[src/rtl/switch_bounce_gen.sv]
// Contact-bounce emulator: turns a clean level into a bouncy switch waveform with LFSR-spaced toggles.
// Latency: 2 clocks from A_clean (sync) to first A_noisy edge; no backpressure, bursts restart on retarget.
module switch_bounce_gen #(
  parameter int          BOUNCES      = 6,
  parameter int          MIN_INTERVAL = 4,
  parameter int          INTERVAL_W   = 10,
  parameter logic [15:0] LFSR_SEED    = 16'hACE1
) (
  input  logic       Clock50M,
  input  logic       reset_n,
  input  logic       A_clean,
  output logic       A_noisy,
  output logic       busy,
  output logic [7:0] glitch_count
);

  localparam int TW = $clog2(MIN_INTERVAL + (1 << INTERVAL_W)) + 1;
  localparam int CW = $clog2(2 * BOUNCES + 1) + 1;
  localparam logic [CW-1:0] TOG_INIT = CW'(2 * BOUNCES);

  typedef enum logic {IDLE, BOUNCE} state_t;

  state_t        state_q, state_d;
  logic          s1_q, s1_d;
  logic          sync_q, sync_d;
  logic          target_q, target_d;
  logic          noisy_q, noisy_d;
  logic          busy_q, busy_d;
  logic [7:0]    glitch_q, glitch_d;
  logic [TW-1:0] timer_q, timer_d;
  logic [CW-1:0] toggles_q, toggles_d;
  logic [15:0]   lfsr_q, lfsr_d;
  logic [TW-1:0] interval;

  assign interval = TW'(MIN_INTERVAL) + TW'(lfsr_q[INTERVAL_W-1:0]);

  always_comb begin
    state_d   = state_q;
    target_d  = target_q;
    noisy_d   = noisy_q;
    glitch_d  = glitch_q;
    timer_d   = timer_q;
    toggles_d = toggles_q;
    s1_d      = A_clean;
    sync_d    = s1_q;

    // x^16+x^14+x^13+x^11+1; the zero guard only matters if the seed is misconfigured
    lfsr_d = {lfsr_q[14:0], lfsr_q[15] ^ lfsr_q[13] ^ lfsr_q[12] ^ lfsr_q[10]};
    if (lfsr_d == 16'h0000) begin
      lfsr_d = LFSR_SEED;
    end

    case (state_q)
      IDLE: begin
        noisy_d = target_q;
        if (sync_q != target_q) begin
          target_d  = sync_q;
          noisy_d   = sync_q;
          glitch_d  = glitch_q + 8'd1;
          toggles_d = TOG_INIT;
          timer_d   = interval;
          if (BOUNCES > 0) begin
            state_d = BOUNCE;
          end
        end
      end
      BOUNCE: begin
        if (sync_q != target_q) begin
          // Retarget restarts the whole burst from the new level
          target_d  = sync_q;
          noisy_d   = sync_q;
          toggles_d = TOG_INIT;
          timer_d   = interval;
          if (noisy_q != sync_q) begin
            glitch_d = glitch_q + 8'd1;
          end
        end else if (timer_q == TW'(1)) begin
          noisy_d   = ~noisy_q;
          glitch_d  = glitch_q + 8'd1;
          toggles_d = toggles_q - CW'(1);
          timer_d   = interval;
          if (toggles_q == CW'(1)) begin
            state_d = IDLE;
          end
        end else begin
          timer_d = timer_q - TW'(1);
        end
      end
      default: state_d = IDLE;
    endcase

    busy_d = (state_d == BOUNCE);
  end

  always_ff @(posedge Clock50M or negedge reset_n) begin
    if (!reset_n) begin
      state_q   <= IDLE;
      s1_q      <= 1'b0;
      sync_q    <= 1'b0;
      target_q  <= 1'b0;
      noisy_q   <= 1'b0;
      busy_q    <= 1'b0;
      glitch_q  <= 8'd0;
      timer_q   <= '0;
      toggles_q <= '0;
      lfsr_q    <= LFSR_SEED;
    end else begin
      state_q   <= state_d;
      s1_q      <= s1_d;
      sync_q    <= sync_d;
      target_q  <= target_d;
      noisy_q   <= noisy_d;
      busy_q    <= busy_d;
      glitch_q  <= glitch_d;
      timer_q   <= timer_d;
      toggles_q <= toggles_d;
      lfsr_q    <= lfsr_d;
    end
  end

  assign A_noisy      = noisy_q;
  assign busy         = busy_q;
  assign glitch_count = glitch_q;

endmodule

[config.mk]
export PLATFORM = sky130hd
export DESIGN_NAME = switch_bounce_gen
export DESIGN_NICKNAME = d
export VERILOG_FILES = /design/src/rtl/switch_bounce_gen.sv
export SDC_FILE = /design/constraint.sdc
export NUM_CORES = 1
export LEC_CHECK = 0
export CAP_MARGIN = 0
export CORE_ASPECT_RATIO = 1.2
export CORE_UTILIZATION = 59
export CTS_CLUSTER_DIAMETER = 50
export DETAILED_ROUTE_END_ITERATION = 10
export HOLD_SLACK_MARGIN = 0.06
export PLACE_DENSITY = 0.86
export SLEW_MARGIN = 10
export SYNTH_ARGS = -nofsm -noshare
export SYNTH_HDL_FRONTEND = slang
export SYNTH_SLANG_ARGS = --single-unit
[constraint.sdc]
create_clock -name Clock50M -period 2.59 [get_ports Clock50M]
set_input_delay 0.259 -clock Clock50M [delete_from_list [all_inputs] [get_ports Clock50M]]
set_output_delay 0.259 -clock Clock50M [all_outputs]
set_load 0.02 [all_outputs]
==> results of run 1 <==
final cells by class:
cell class | count | area, um2
Inverter | 9 | 33.78
Clock inverter | 3 | 47.55
Sequential cell | 46 | 1161
Tap cell | 54 | 67.56
Clock buffer | 5 | 68.82
Multi-Input combinational cell | 163 | 1180
Timing Repair Buffer | 18 | 160.2
Fill cell | 303 | 1254
flip-flops by register name, summed over array words and instances (netlist names):
name	count
A_noisy	1
busy	1
glitch_count	8
lfsr_q	16
s1_q	1
sync_q	1
target_q	1
timer_q	12
toggles_q	5
logic make-up after synthesis:
logic type	after synthesis	share of synthesized area
xor+xnor	19	0.06775
fa+ha+maj	8	0.04076
flops	46	0.4727
mux	2	0.008660
buf+inv	26	0.04687
simple gates	92	0.2491
compound gates	42	0.1141
how the worst min path moves through the flow:
stage | end | cells after the start | slack, ns | start
finish | glitch_count[5]$_DFFE_PN0P_ | 1 | 0.11 | reset_n
global route | glitch_count[4]$_DFFE_PN0P_ | 1 | 0.19 | reset_n
CTS | timer_q[1]$_DFFE_PN0N_ | 1 | 0.14 | reset_n
detailed placement | sync_q$_DFF_PN0_ | 0 | 0.34 | s1_q$_DFF_PN0_
global placement | sync_q$_DFF_PN0_ | 0 | 0.34 | s1_q$_DFF_PN0_
floorplan | A_noisy$_DFFE_PN0P_ | 0 | -0.04 | reset_n
layer usage:
metal | routed length [um] | track usage | up-vias
met2 | 2582 | 0.4530 | 36
li1 | - | - | 858
met3 | 120 | 0.04610 | 6
met5 | 0 | 0 | -
met1 | 2026 | 0.2934 | 873
met4 | 53 | 0.07323 | 0
worst max-delay path, cell delays in order (launching register included):
cell and delay [ns]:
dfrtp_1 0.44, nor3_2 0.51, a41oi_4 0.35, nor2_1 0.30, mux2_1 0.36
placed cells by master (no fill, tap or decap), types with 2 or more instances in the layout:
cell             instances
o21ai_0                  5
inv_1                    9
clkdlybuf4s50_1         11
xor2_1                  13
o2bb2ai_1                2
nor4b_1                  2
nor4_1                   3
inv_6                    2
nor2b_1                  2
nor3_2                   4
dfstp_2                  8
ha_1                     8
nand2_1                 14
nand3_1                  9
or3_1                    6
nand4_1                  6
a21oi_1                 12
nor3_1                   4
xnor2_1                  6
buf_4                    6
dfrtp_1                 38
clkbuf_8                 5
nand4b_1                 2
nor3b_1                  2
a31oi_1                  3
or2_2                    8
o21ai_1                  6
nand2b_1                 4
o22ai_1                  4
nor4_2                   2
and3_1                   2
nor2_1                   9
report_power, final:
group	leakage (nW)	switching, mW	internal (mW)	total (mW)
Sequential	0.532	0.163	0.820	0.983
Combinational	0.531	0.323	0.278	0.601
Clock	0.0591	0.259	0.294	0.553
==> results.sh, run 1 <==
export IMPL_p_leak_nw=1.122
export IMPL_worst_setup_path_end_kind="flip-flop"
export IMPL_worstSetupPathType="reg -> reg"
export IMPL_status="complete, no violations"
export IMPL_worstMarginPinSlew_ns=0.9915
export IMPL_grt_overflow=0
export IMPL_critPathLaunchType="flip-flop"
export IMPL_skew_ns=0.01031
export IMPL_reg2reg_depth=4
export IMPL_synth_most_common_cell="dfrtp_1"
export IMPL_p_total_mw=2.137
export IMPL_r2r_start="timer_q[8]$_DFFE_PN0N_"
export IMPL_die_h_um=72.68
export IMPL_fmax_mhz=478.2
export IMPL_maxSlewHeadroom=0.3390
export IMPL_drc=0
export IMPL_drtPass1Iterations=4
export IMPL_die_x_um=60.90
export IMPL_via_per_inst=5.950
export IMPL_r2r_end="glitch_count[1]$_DFFE_PN0P_"
export IMPL_holdCritPathClass="in -> async"
export IMPL_slew_viol_final=0
export IMPL_synth_edff_count=0
export IMPL_finalCritPeriodShare=0.8074
export IMPL_antenna_cells=0
export IMPL_setup_viol=0
export IMPL_finalNonFillerCells=298
export IMPL_areaGrowthSynthToFinish_pct=10.70
export IMPL_setup_ws_ns=0.4987
export IMPL_grt_max_degree=47
export IMPL_rsz0062_at_grt="false"
export IMPL_yosys_top_cells_count="dfrtp_1 (38), nand2_1 (14), clkbuf_1 (13), xor2_1 (13), a21oi_1 (12)"
export IMPL_whs_ns=0.1088
export IMPL_coreArea_um2=3973
export IMPL_power_density_nw_per_um2=786.0
export IMPL_fin_crit_ns=2.091
export IMPL_finalWirelength_um=4782
export IMPL_yosysTopAreaCellShare=0.3872
export IMPL_yosysWarningCount=0
export IMPL_arrival_ns=2.28
export IMPL_required_ns=2.78
export IMPL_seq_area_frac_synth=0.4727
export IMPL_synthFlopType="dfrtp_1"
export IMPL_tns_ns=0
export IMPL_clkLatencyLatePin_ns=0.31
export IMPL_worstSetupStartpoint="timer_q[8]$_DFFE_PN0N_"
export IMPL_port_buffers=12
export IMPL_critical_path_max_fanout=15
export IMPL_antenna_found_initial=0
export IMPL_cts_max_level=2
export IMPL_path_clk_slew_ns=0.09
export IMPL_cap_violations=0
export IMPL_grt_usage=0.2496
export IMPL_synthTopCellsByArea="dfrtp_1 (39%), dfstp_2 (8.6%), xor2_1 (4.6%)"
export IMPL_cts_tree="built"
export IMPL_num_vias=1773
export IMPL_drt_iter0_markers=70
export IMPL_place_hpwl_um=3289
export IMPL_synth_area_per_cell_um2=10.45
export IMPL_grt_pass1_vias=1787
export IMPL_rrSetupSlack_ns=0.50
export IMPL_cts_repair_resized=0
export IMPL_final_nets=254
export IMPL_ys_ff_latch=46
export IMPL_syn_nets=246
export IMPL_cts_setup_buffers=0
export IMPL_dieArea_um2=4426
export IMPL_num_rows=25
export IMPL_ant_nets=0
export IMPL_syn_area_um2=2456
export IMPL_peakVddDrop_v=0.0004536
export IMPL_ctsHoldBuffers=0
export IMPL_async_flop_share=1.000
export IMPL_cts_root_buf="clkbuf_8"
export IMPL_netlist_instances=235
export IMPL_cts_buffers=5
export IMPL_place_area_um2=2603
export IMPL_clkSinkCount=46
export IMPL_drive_gt1_frac=0.1803
export IMPL_dp_cells=290
export IMPL_cp_endpoint="glitch_count[1]$_DFFE_PN0P_"
export IMPL_grt_pass1_wl_um=8169
export IMPL_dp_slack_ns=0.5825
export IMPL_cts_buffer_depth=2
export IMPL_gp_congestion=0.8704
export IMPL_timing_hold_violations_final=0
export IMPL_wl_per_cell_um=16.05
export IMPL_finalInstanceArea_um2=2719
export IMPL_start_util=0.6183
export IMPL_io_pins=13
export IMPL_ys_types=56
export IMPL_postLayoutCoreUtil=0.6844
export IMPL_synth_top_area_cell="dfrtp_1"
Power figures use the tool's default switching activity.
==> run 2: changes to the inputs <==
clock period = 2.17 ns   (was 2.59 ns; I/O delays follow)
==> run 2 against run 1 <==
Net effect:
- critical path type unchanged
- sequential power up 19%
- wire length rose by 1.5%
- die area stayed put
- critical path depth grew 3
- highest routed layer unchanged
- combinational power rose by 24%
- largest power group unchanged
- largest cell class unchanged
==> results.sh, run 2 (synthesis gave the netlist of run 1 again) <==
export IMPL_status="complete, no violations"
export IMPL_tns_ns=0
export IMPL_top_layer="met4"
export IMPL_grt_pass1_vias=1829
export IMPL_final_nets=260
export IMPL_wl_met2_um=2569
export IMPL_holdCritPathClass="reg -> reg"
export IMPL_fin_crit_ns=1.965
export IMPL_io_pins=13
export IMPL_intPower_mw=1.589
export IMPL_worstMarginPinSlew_ns=0.6783
export IMPL_antenna_cells=0
export IMPL_maxSlewHeadroom=0.5440
export IMPL_final_cell_mix="dfrtp_1 (38), nand2_1 (14), xor2_1 (13)"
export IMPL_nFillCells=288
export IMPL_skew_ns=0.009773
export IMPL_num_rows=25
export IMPL_cts_tree="built"
export IMPL_wl_met1_um=2017
export IMPL_power_frac_comb=0.302
export IMPL_ant_nets=0
export IMPL_postLayoutCoreUtil=0.6932
export IMPL_wl_met3_um=207
export IMPL_cts_root_buf="clkbuf_8"
export IMPL_arrival_ns=2.21
export IMPL_r2r_start="timer_q[1]$_DFFE_PN0N_"
export IMPL_worstSetupStartpoint="timer_q[1]$_DFFE_PN0N_"
export IMPL_largest_reg_flops=16
export IMPL_drt_iter0_markers=91
export IMPL_clock_power_share=0.223
export IMPL_dp_cells=294
export IMPL_clkSinkCount=46
export IMPL_cap_violations=0
export IMPL_path_clk_slew_ns=0.09
export IMPL_drc=0
export IMPL_p_leak_nw=1.145
export IMPL_seqPwrFrac=0.475
export IMPL_cts_repair_resized=0
export IMPL_critPathLaunchType="flip-flop"
export IMPL_required_ns=2.42
export IMPL_r2r_end="toggles_q[3]$_DFFE_PN0P_"
export IMPL_hp_start="s1_q$_DFF_PN0_"
export IMPL_coreArea_um2=3973
export IMPL_rrSetupSlack_ns=0.20
export IMPL_top_register="lfsr_q"
export IMPL_grt_overflow=0
export IMPL_grt_usage=0.2576
export IMPL_gp_congestion=0.8649
export IMPL_worst_setup_path_end_kind="flip-flop"
export IMPL_cts_max_level=2
export IMPL_critical_path_max_fanout=9
export IMPL_drtPass1Iterations=4
export IMPL_worstSetupPathType="reg -> reg"
export IMPL_clkLatencyLatePin_ns=0.31
export IMPL_place_area_um2=2645
export IMPL_power_share_switching=0.3563
export IMPL_slew_viol_final=0
export IMPL_peakVddDrop_v=0.0007017
export IMPL_cts_buffers=5
export IMPL_antenna_found_initial=0
export IMPL_areaGrowthSynthToFinish_pct=12.12
export IMPL_port_buffers=12
export IMPL_place_hpwl_um=3429
export IMPL_reg2reg_depth=7
export IMPL_cts_buffer_depth=2
export IMPL_holdPathEnd="sync_q$_DFF_PN0_"
export IMPL_finalWirelength_um=4853
export IMPL_hold_depth=0
export IMPL_rsz0062_at_grt="false"
export IMPL_start_util=0.6183
export IMPL_die_x_um=60.90
export IMPL_num_vias=1825
export IMPL_grt_max_degree=47
export IMPL_via_per_inst=6.003
export IMPL_finalNonFillerCells=304
export IMPL_die_h_um=72.68
export IMPL_switching_power_mw=0.8799
export IMPL_grt_pass1_wl_um=8362
export IMPL_finalCritPeriodShare=0.9057
export IMPL_finalInstanceArea_um2=2754
export IMPL_drive_gt1_frac=0.1920
export IMPL_timing_hold_violations_final=0
export IMPL_fmax_mhz=508.8
export IMPL_wl_per_cell_um=15.96
export IMPL_setup_viol=0
export IMPL_layout_commonest_cell="dfrtp_1"
export IMPL_dieArea_um2=4426
export IMPL_power_density_nw_per_um2=896.7
==> run 2: cell count changes in the layout (fill, tap and decap cells not counted), sizes merged <==
cell / change
clkbuf: +2
buf: +5
dlygate4sd3: +1
inv: -2
clkinv: +1
bufinv: -1
==> run 2: worst max-delay path, stage by stage, from the launching register on <==
cell	delay, ns
dfrtp_1	0.43
inv_1	0.10
ha_1	0.15
nor4b_4	0.30
buf_4	0.23
nand4_2	0.20
or3_1	0.40
nand3_1	0.09
==> run 2: metal layers <==
layer / vias to the layer above / track usage
li1: 863 / -
met1: 900 / 0.3033
met2: 55 / 0.4542
met3: 7 / 0.05674
met4: 0 / 0.08838
met5: - / 0
==> run 2: stage by stage <==
stage | hold WS (ns) | power [mW] | setup WS [ns]
after floorplan | -0.07859 | 1.627 | 0.1082
after global placement | 0.2128 | 1.880 | 0.3243
after detailed placement | 0.2132 | 1.920 | 0.1801
after CTS | 0.3480 | 2.464 | 0.1470
after global routing | 0.3531 | 2.597 | 0.03376
final | 0.3500 | 2.469 | 0.2046
==> run 2: power groups by stage <==
stage | sequential (mW) | combinational (mW) | clock, mW
finish | 1.17 | 0.747 | 0.551
global route | 1.19 | 0.813 | 0.595
CTS | 1.17 | 0.740 | 0.558
detailed placement | 1.18 | 0.736 | 0
global placement | 1.17 | 0.705 | 0
floorplan | 1.20 | 0.428 | 0
==> run 2: how the worst max path moves through the flow <==
| stage | end | slack [ns] | cells past startpoint |
|---|---|---|---|
| floorplan | glitch_count[1]$_DFFE_PN0P_ | 0.11 | 6 |
| global placement | glitch_count[3]$_DFFE_PN0P_ | 0.32 | 7 |
| detailed placement | glitch_count[5]$_DFFE_PN0P_ | 0.18 | 7 |
| CTS | glitch_count[5]$_DFFE_PN0P_ | 0.15 | 7 |
| global route | timer_q[3]$_DFFE_PN0N_ | 0.03 | 7 |
| finish | toggles_q[3]$_DFFE_PN0P_ | 0.20 | 7 |
==> run 2: what timing repair did <==
action | 4_1_cts | 5_1_grt
endpoints found under the setup margin | 0 | 2
hold buffers | 1 | 0
hold endpoints to repair | 38 | 0
setup buffers | 0 | 1
==> run 2: cell type report <==
type	instances	area [um2]	area share
sequential	46	1161	0.4216
timing repair buffer	24	220.2	0.07996
tap	54	67.56	0.02453
clock buffer	7	86.33	0.03135
multi-input combinational	163	1180	0.4284
inverter	9	33.78	0.01227
clock inverter	1	5.005	0.001817
